**src/rtl/mem_port_arbiter.sv**
```systemverilog
// mem_port_arbiter: lets the fetch path (I) and the load/store path (D) share one
// single-port memory. It runs one transaction at a time, bounds every memory wait
// with a timeout, and returns data plus a one-cycle done pulse to the requester
// that owns the transaction.
// Build option: define ARB_RR_EN to alternate between I and D when both request
// together. Without it, D always has priority over I.
module mem_port_arbiter #(
    parameter int AW      = 32,
    parameter int DW      = 32,
    parameter int TIMEOUT = 16      // 1..255
) (
    input  logic          clk,
    input  logic          reset,     // async, active low
    // fetch side
    input  logic          i_req,
    input  logic [AW-1:0] i_addr,
    output logic          i_done,
    output logic          i_err,
    output logic [DW-1:0] i_rdata,
    // load/store side
    input  logic          d_req,
    input  logic          d_we,
    input  logic [AW-1:0] d_addr,
    input  logic [DW-1:0] d_wdata,
    output logic          d_done,
    output logic          d_err,
    output logic [DW-1:0] d_rdata,
    // memory side
    output logic          mem_req,
    output logic          mem_we,
    output logic [AW-1:0] mem_addr,
    output logic [DW-1:0] mem_wdata,
    input  logic          mem_ready,
    input  logic [DW-1:0] mem_rdata,
    // status
    output logic          bus_err
);

    typedef enum logic [1:0] {IDLE, BUSY_I, BUSY_D} state_t;

    // The wait counter is 8 bits wide, which covers the full TIMEOUT range.
    localparam logic [7:0] TO_LAST = 8'(TIMEOUT - 1);

    state_t        state_q, state_d;
    logic [7:0]    cnt_q, cnt_d;

    logic          mem_req_d, mem_we_d;
    logic [AW-1:0] mem_addr_d;
    logic [DW-1:0] mem_wdata_d;
    logic          i_done_d, i_err_d, d_done_d, d_err_d, bus_err_d;
    logic [DW-1:0] i_rdata_d, d_rdata_d;

    // A requester whose done is high this cycle is still dropping its old
    // request, so it cannot start a new transaction yet.
    logic          i_elig, d_elig, pick_d;

    assign i_elig = i_req & ~i_done;
    assign d_elig = d_req & ~d_done;

`ifdef ARB_RR_EN
    logic last_d_q, last_d_d;   // 1 = D completed most recently

    // On a tie, grant the requester that did not complete most recently.
    // After reset I counts as the last grant, so D wins the first tie.
    assign pick_d = d_elig & (~i_elig | ~last_d_q);
`else
    assign pick_d = d_elig;
`endif

    // Next-state and next-output logic. The memory-side signals hold by default.
    always_comb begin
        state_d     = state_q;
        cnt_d       = cnt_q;
        mem_req_d   = mem_req;
        mem_we_d    = mem_we;
        mem_addr_d  = mem_addr;
        mem_wdata_d = mem_wdata;
        i_done_d    = 1'b0;
        i_err_d     = i_err;
        i_rdata_d   = i_rdata;
        d_done_d    = 1'b0;
        d_err_d     = d_err;
        d_rdata_d   = d_rdata;
        bus_err_d   = bus_err;
`ifdef ARB_RR_EN
        last_d_d    = last_d_q;
`endif
        case (state_q)
            IDLE: begin
                if (pick_d) begin
                    mem_req_d   = 1'b1;
                    mem_we_d    = d_we;
                    mem_addr_d  = d_addr;
                    mem_wdata_d = d_wdata;
                    cnt_d       = '0;
                    state_d     = BUSY_D;
                end else if (i_elig) begin
                    mem_req_d   = 1'b1;
                    mem_we_d    = 1'b0;
                    mem_addr_d  = i_addr;
                    mem_wdata_d = '0;
                    cnt_d       = '0;
                    state_d     = BUSY_I;
                end
            end
            BUSY_I, BUSY_D: begin
                if (mem_ready) begin
                    // A ready in the last allowed cycle still completes normally.
                    mem_req_d = 1'b0;
                    mem_we_d  = 1'b0;
                    state_d   = IDLE;
                    if (state_q == BUSY_I) begin
                        i_done_d  = 1'b1;
                        i_err_d   = 1'b0;
                        i_rdata_d = mem_rdata;
                    end else begin
                        d_done_d  = 1'b1;
                        d_err_d   = 1'b0;
                        d_rdata_d = mem_we ? '0 : mem_rdata;
                    end
`ifdef ARB_RR_EN
                    last_d_d = (state_q == BUSY_D);
`endif
                end else if (cnt_q == TO_LAST) begin
                    // Abort: report the error to the owner and set the sticky flag.
                    mem_req_d = 1'b0;
                    bus_err_d = 1'b1;
                    state_d   = IDLE;
                    if (state_q == BUSY_I) begin
                        i_done_d  = 1'b1;
                        i_err_d   = 1'b1;
                        i_rdata_d = '0;
                    end else begin
                        d_done_d  = 1'b1;
                        d_err_d   = 1'b1;
                        d_rdata_d = '0;
                    end
                end else begin
                    cnt_d = cnt_q + 8'd1;
                end
            end
            default: state_d = IDLE;
        endcase
    end

    // State and output registers. Reset drops any transaction that is in flight.
    always_ff @(posedge clk or negedge reset) begin
        if (!reset) begin
            state_q   <= IDLE;
            cnt_q     <= '0;
            mem_req   <= 1'b0;
            mem_we    <= 1'b0;
            mem_addr  <= '0;
            mem_wdata <= '0;
            i_done    <= 1'b0;
            i_err     <= 1'b0;
            i_rdata   <= '0;
            d_done    <= 1'b0;
            d_err     <= 1'b0;
            d_rdata   <= '0;
            bus_err   <= 1'b0;
        end else begin
            state_q   <= state_d;
            cnt_q     <= cnt_d;
            mem_req   <= mem_req_d;
            mem_we    <= mem_we_d;
            mem_addr  <= mem_addr_d;
            mem_wdata <= mem_wdata_d;
            i_done    <= i_done_d;
            i_err     <= i_err_d;
            i_rdata   <= i_rdata_d;
            d_done    <= d_done_d;
            d_err     <= d_err_d;
            d_rdata   <= d_rdata_d;
            bus_err   <= bus_err_d;
        end
    end

`ifdef ARB_RR_EN
    // Remembers which requester completed most recently, for the round-robin tie-break.
    always_ff @(posedge clk or negedge reset) begin
        if (!reset) last_d_q <= 1'b0;
        else        last_d_q <= last_d_d;
    end
`endif

endmodule
```
**config.mk**
```make
export PLATFORM = sky130hd
export DESIGN_NAME = mem_port_arbiter
export DESIGN_NICKNAME = d
export VERILOG_FILES = /design/src/rtl/mem_port_arbiter.sv
export SDC_FILE = /design/constraint.sdc
export NUM_CORES = 1
export LEC_CHECK = 0
export CORE_MARGIN = 3
export CORE_UTILIZATION = 35
export CTS_CLUSTER_DIAMETER = 40
export DETAILED_ROUTE_END_ITERATION = 10
export PLACE_DENSITY = 0.71
export RECOVER_POWER = 100
export SYNTH_ARGS = -nofsm -noshare
export SYNTH_HDL_FRONTEND = slang
export SYNTH_SLANG_ARGS = --single-unit
export TNS_END_PERCENT = 100
```
**constraint.sdc**
```tcl
create_clock -name clk -period 1.76 [get_ports clk]
set_clock_uncertainty 0.1 [all_clocks]
set_input_delay 0.352 -clock clk [delete_from_list [all_inputs] [get_ports clk]]
set_output_delay 0.352 -clock clk [all_outputs]
set_load 0.1 [all_outputs]
```
==> out/qor.yml <==
grt_pass1_vias: 5645
combinational_family_with_the_most_area_after_synthesis: "multiplexers"
die_x_extent_um: 139
synth.net_count: 675
startpoint_kind_of_the_worst_setup_timing_path: "register"
grt_pass1_wl_um: 32000
full_die_area_sq_um: 19400
synth_cell_types: 35
proportion_of_synthesized_area_in_mux_cells_pct: 16.4
f_max_ghz: 0.527
yosys.area_share.simple_pct: 9.02
pre_cts_ws_ns: -0.376
worst-path-max-fanout: 5
vias_per_cell: 4.87
yosys_warnings: 0
htree_num_levels: 4
grt_start_max_net_pins: 97
worst_setup_hold_path_clk_slew_ns: 0.07
cpPeakStageDelay_ns: 0.40
drcViolationCount: 0
first_iter_violations: 307
max-slew-margin-rel_pct: 49.0
cts_buffers: 17
synthAdderAreaFrac_pct: 0.604
tritoncts_clock_tree: "built"
grt_setup_unrepaired: "true"
route.antenna.remaining_nets: 0
port-buffer-count: 268
number_of_pins_exceeding_their_max_slew_limit_in_the_final_report: 0
clkLatencyLatePin_ns: 0.42
dp_hpwl_um: 14700
ys.flop_type: "sky130_fd_sc_hd__dfrtp_1"
period_needed_ns: 1.90
synth_sequential_area_ratio_pct: 58.4
coreArea_sq_um: 17400
number_of_placed_i_o_pins: 269
clock_sinks: 145
inserted_diodes: 0
routabilityCongestion: 0.837
async_flop_share_pct: 100
worst_pin_slew_ns: 0.765
route.detailed.wl_per_inst_um: 19.6
endpoint_kind: "register"
finalSetupViolations: 67
flow.area_growth_from_synthesis_pct: 64.9
layout_commonest_cell: "sky130_fd_sc_hd__dfrtp_1"
drive_above_1_share_pct: 33.0
floorplan.initialDensity_pct: 35.8
grt_antenna_before_repair: 0
crit_path_cell_trace: "ha_1 > and3_4 > a21oi_2 > buf_4 > nor2_4 > buf_12 > buf_16 > mux2i_2"
final.fill_count: 1425
drtPass1Iterations: 4
synth_edf_count: 0
rows: 48
r2r_slack_ns: -0.14
timing.final.crit_share_pct: 108
postSynthAreaPerCell_sq_um: 11.5
syn_inst: 538
yosys.area_share.xor_xnor_pct: 0
worstPathArrival_ns: 2.13
grt_remaining_overflow: 0
status: "finished with violations"
die_height_um: 139
root_buffer: "sky130_fd_sc_hd__clkbuf_16"
timing.final.hold_violations: 0
path_class: "reg -> reg"
worst-endpoint-required_ns: 1.99
yosys_register_bits: 145
post_synth_design_cell_area_sq_um: 6210
multi_input_comb_area_sq_um: 2460
most-common-layout-cells: "sky130_fd_sc_hd__dfrtp_1, sky130_fd_sc_hd__clkdlybuf4s50_1, sky130_fd_sc_hd__clkbuf_4"
cts_buffer_depth: 2
routed_wl_um: 21400
design.final.nets: 993
max_cap_viol_count: 0
final_worst_setup_slack_ns: -0.137
synth_compound_area_share_pct: 10.4
cpMaxStageDelayCell: "sky130_fd_sc_hd__dfrtp_1"
violations: "setup timing"
seq_area_sq_um: 3640
grtUsageTotal_pct: 20.8
routed-via-count: 5333
timing.hold.worst.class: "reg -> reg"
worst paths after layout:
check,from,endpoint,depth (start not counted)
worst max-delay path,cnt_q[0],i_rdata[22],8
max in group asynchronous,reset,i_rdata[15],3
worst min-delay path,bus_err,bus_err,2
worst min register to register,bus_err,bus_err,2
worst max register to register,cnt_q[0],i_rdata[22],8
min in group asynchronous,reset,d_rdata[30],2
layer usage:
layer | vias up | wire length [um] | track usage (%)
li1 | 2484 | - | -
met1 | 2605 | 8650 | 25.7
met2 | 226 | 10700 | 34.4
met3 | 18 | 1720 | 7.87
met4 | 0 | 282 | 5.87
met5 | - | 0 | 0
synthesized netlist by cell type, types with 2 or more instances:
library cell / number / area, sq um
sky130_fd_sc_hd__a2111oi_0: 2 / 17.5
sky130_fd_sc_hd__nor3b_1: 2 / 15.0
sky130_fd_sc_hd__a21oi_1: 6 / 30.0
sky130_fd_sc_hd__dfrtp_1: 145 / 3630
sky130_fd_sc_hd__ha_1: 3 / 37.5
sky130_fd_sc_hd__buf_2: 6 / 30.0
sky130_fd_sc_hd__and3_1: 3 / 18.8
sky130_fd_sc_hd__buf_1: 3 / 11.3
sky130_fd_sc_hd__nand2_1: 69 / 259
sky130_fd_sc_hd__inv_1: 38 / 143
sky130_fd_sc_hd__clkbuf_1: 18 / 67.6
sky130_fd_sc_hd__nand2b_1: 6 / 37.5
sky130_fd_sc_hd__a21oi_2: 2 / 17.5
sky130_fd_sc_hd__nand3_1: 2 / 10.0
sky130_fd_sc_hd__nor2_1: 37 / 139
sky130_fd_sc_hd__mux2i_1: 66 / 661
sky130_fd_sc_hd__o21ai_0: 34 / 170
sky130_fd_sc_hd__a31oi_1: 11 / 68.8
sky130_fd_sc_hd__a311o_1: 2 / 20.0
sky130_fd_sc_hd__a22o_1: 32 / 280
sky130_fd_sc_hd__mux2_2: 32 / 360
sky130_fd_sc_hd__buf_6: 6 / 67.6
state kept, by name, summed over array words and instances, names as in the netlist, 2 cells and up:
name	count
d_rdata	32
i_rdata	32
mem_addr	32
mem_wdata	32
cnt_q	8
state_q	2
worst max-delay path: cells and delay by family (launching register included):
family                     cells  cell delay [ns]
buffers and inverters          3             0.43
DFF                            1             0.40
and+or+nand+nor                2             0.24
adders and majority gates      1             0.23
muxes                          1             0.21
AOI/OAI and AO/OA              1             0.19
metrics by stage:
step                      instances  cell area (sq um)  TNS, ns  hold WS [ns]  utilization [%]
after floorplan                 538               6380    -6.99       -0.0436                -
after global placement         1040              10900   -25.29         0.158             62.9
after detailed placement       1040              10900   -30.18         0.156             62.9
after CTS                      1081              11600    -8.41         0.265             67.1
after global routing           1094              10200   -13.84         0.412             59.0
final                          1094              10200    -6.32         0.364             59.0
timing repair:
action,CTS,global route
hold buffers,1,0
setup endpoints to repair,66,111
endpoints found under the hold margin,27,0
gates resized for setup,5,32
setup buffers,6,7
gates cloned,2,6
pin swaps,5,8
kinds of logic after synthesis:
logic type,Yosys count
muxes,98
DFF,145
and+or+nand+nor,127
buffers and inverters,71
AOI/OAI and AO/OA,94
adders and majority gates,3
cell type report:
type	instances	area share, %
Timing Repair Buffer	332	30.5
Clock inverter	15	1.65
Inverter	38	1.39
Tap cell	225	2.75
Clock buffer	17	4.15
Sequential cell	145	35.5
Multi-Input combinational cell	322	24.0
Power is not shown: default switching activity piles up to over one toggle a cycle in this logic, so the estimate is an artifact.
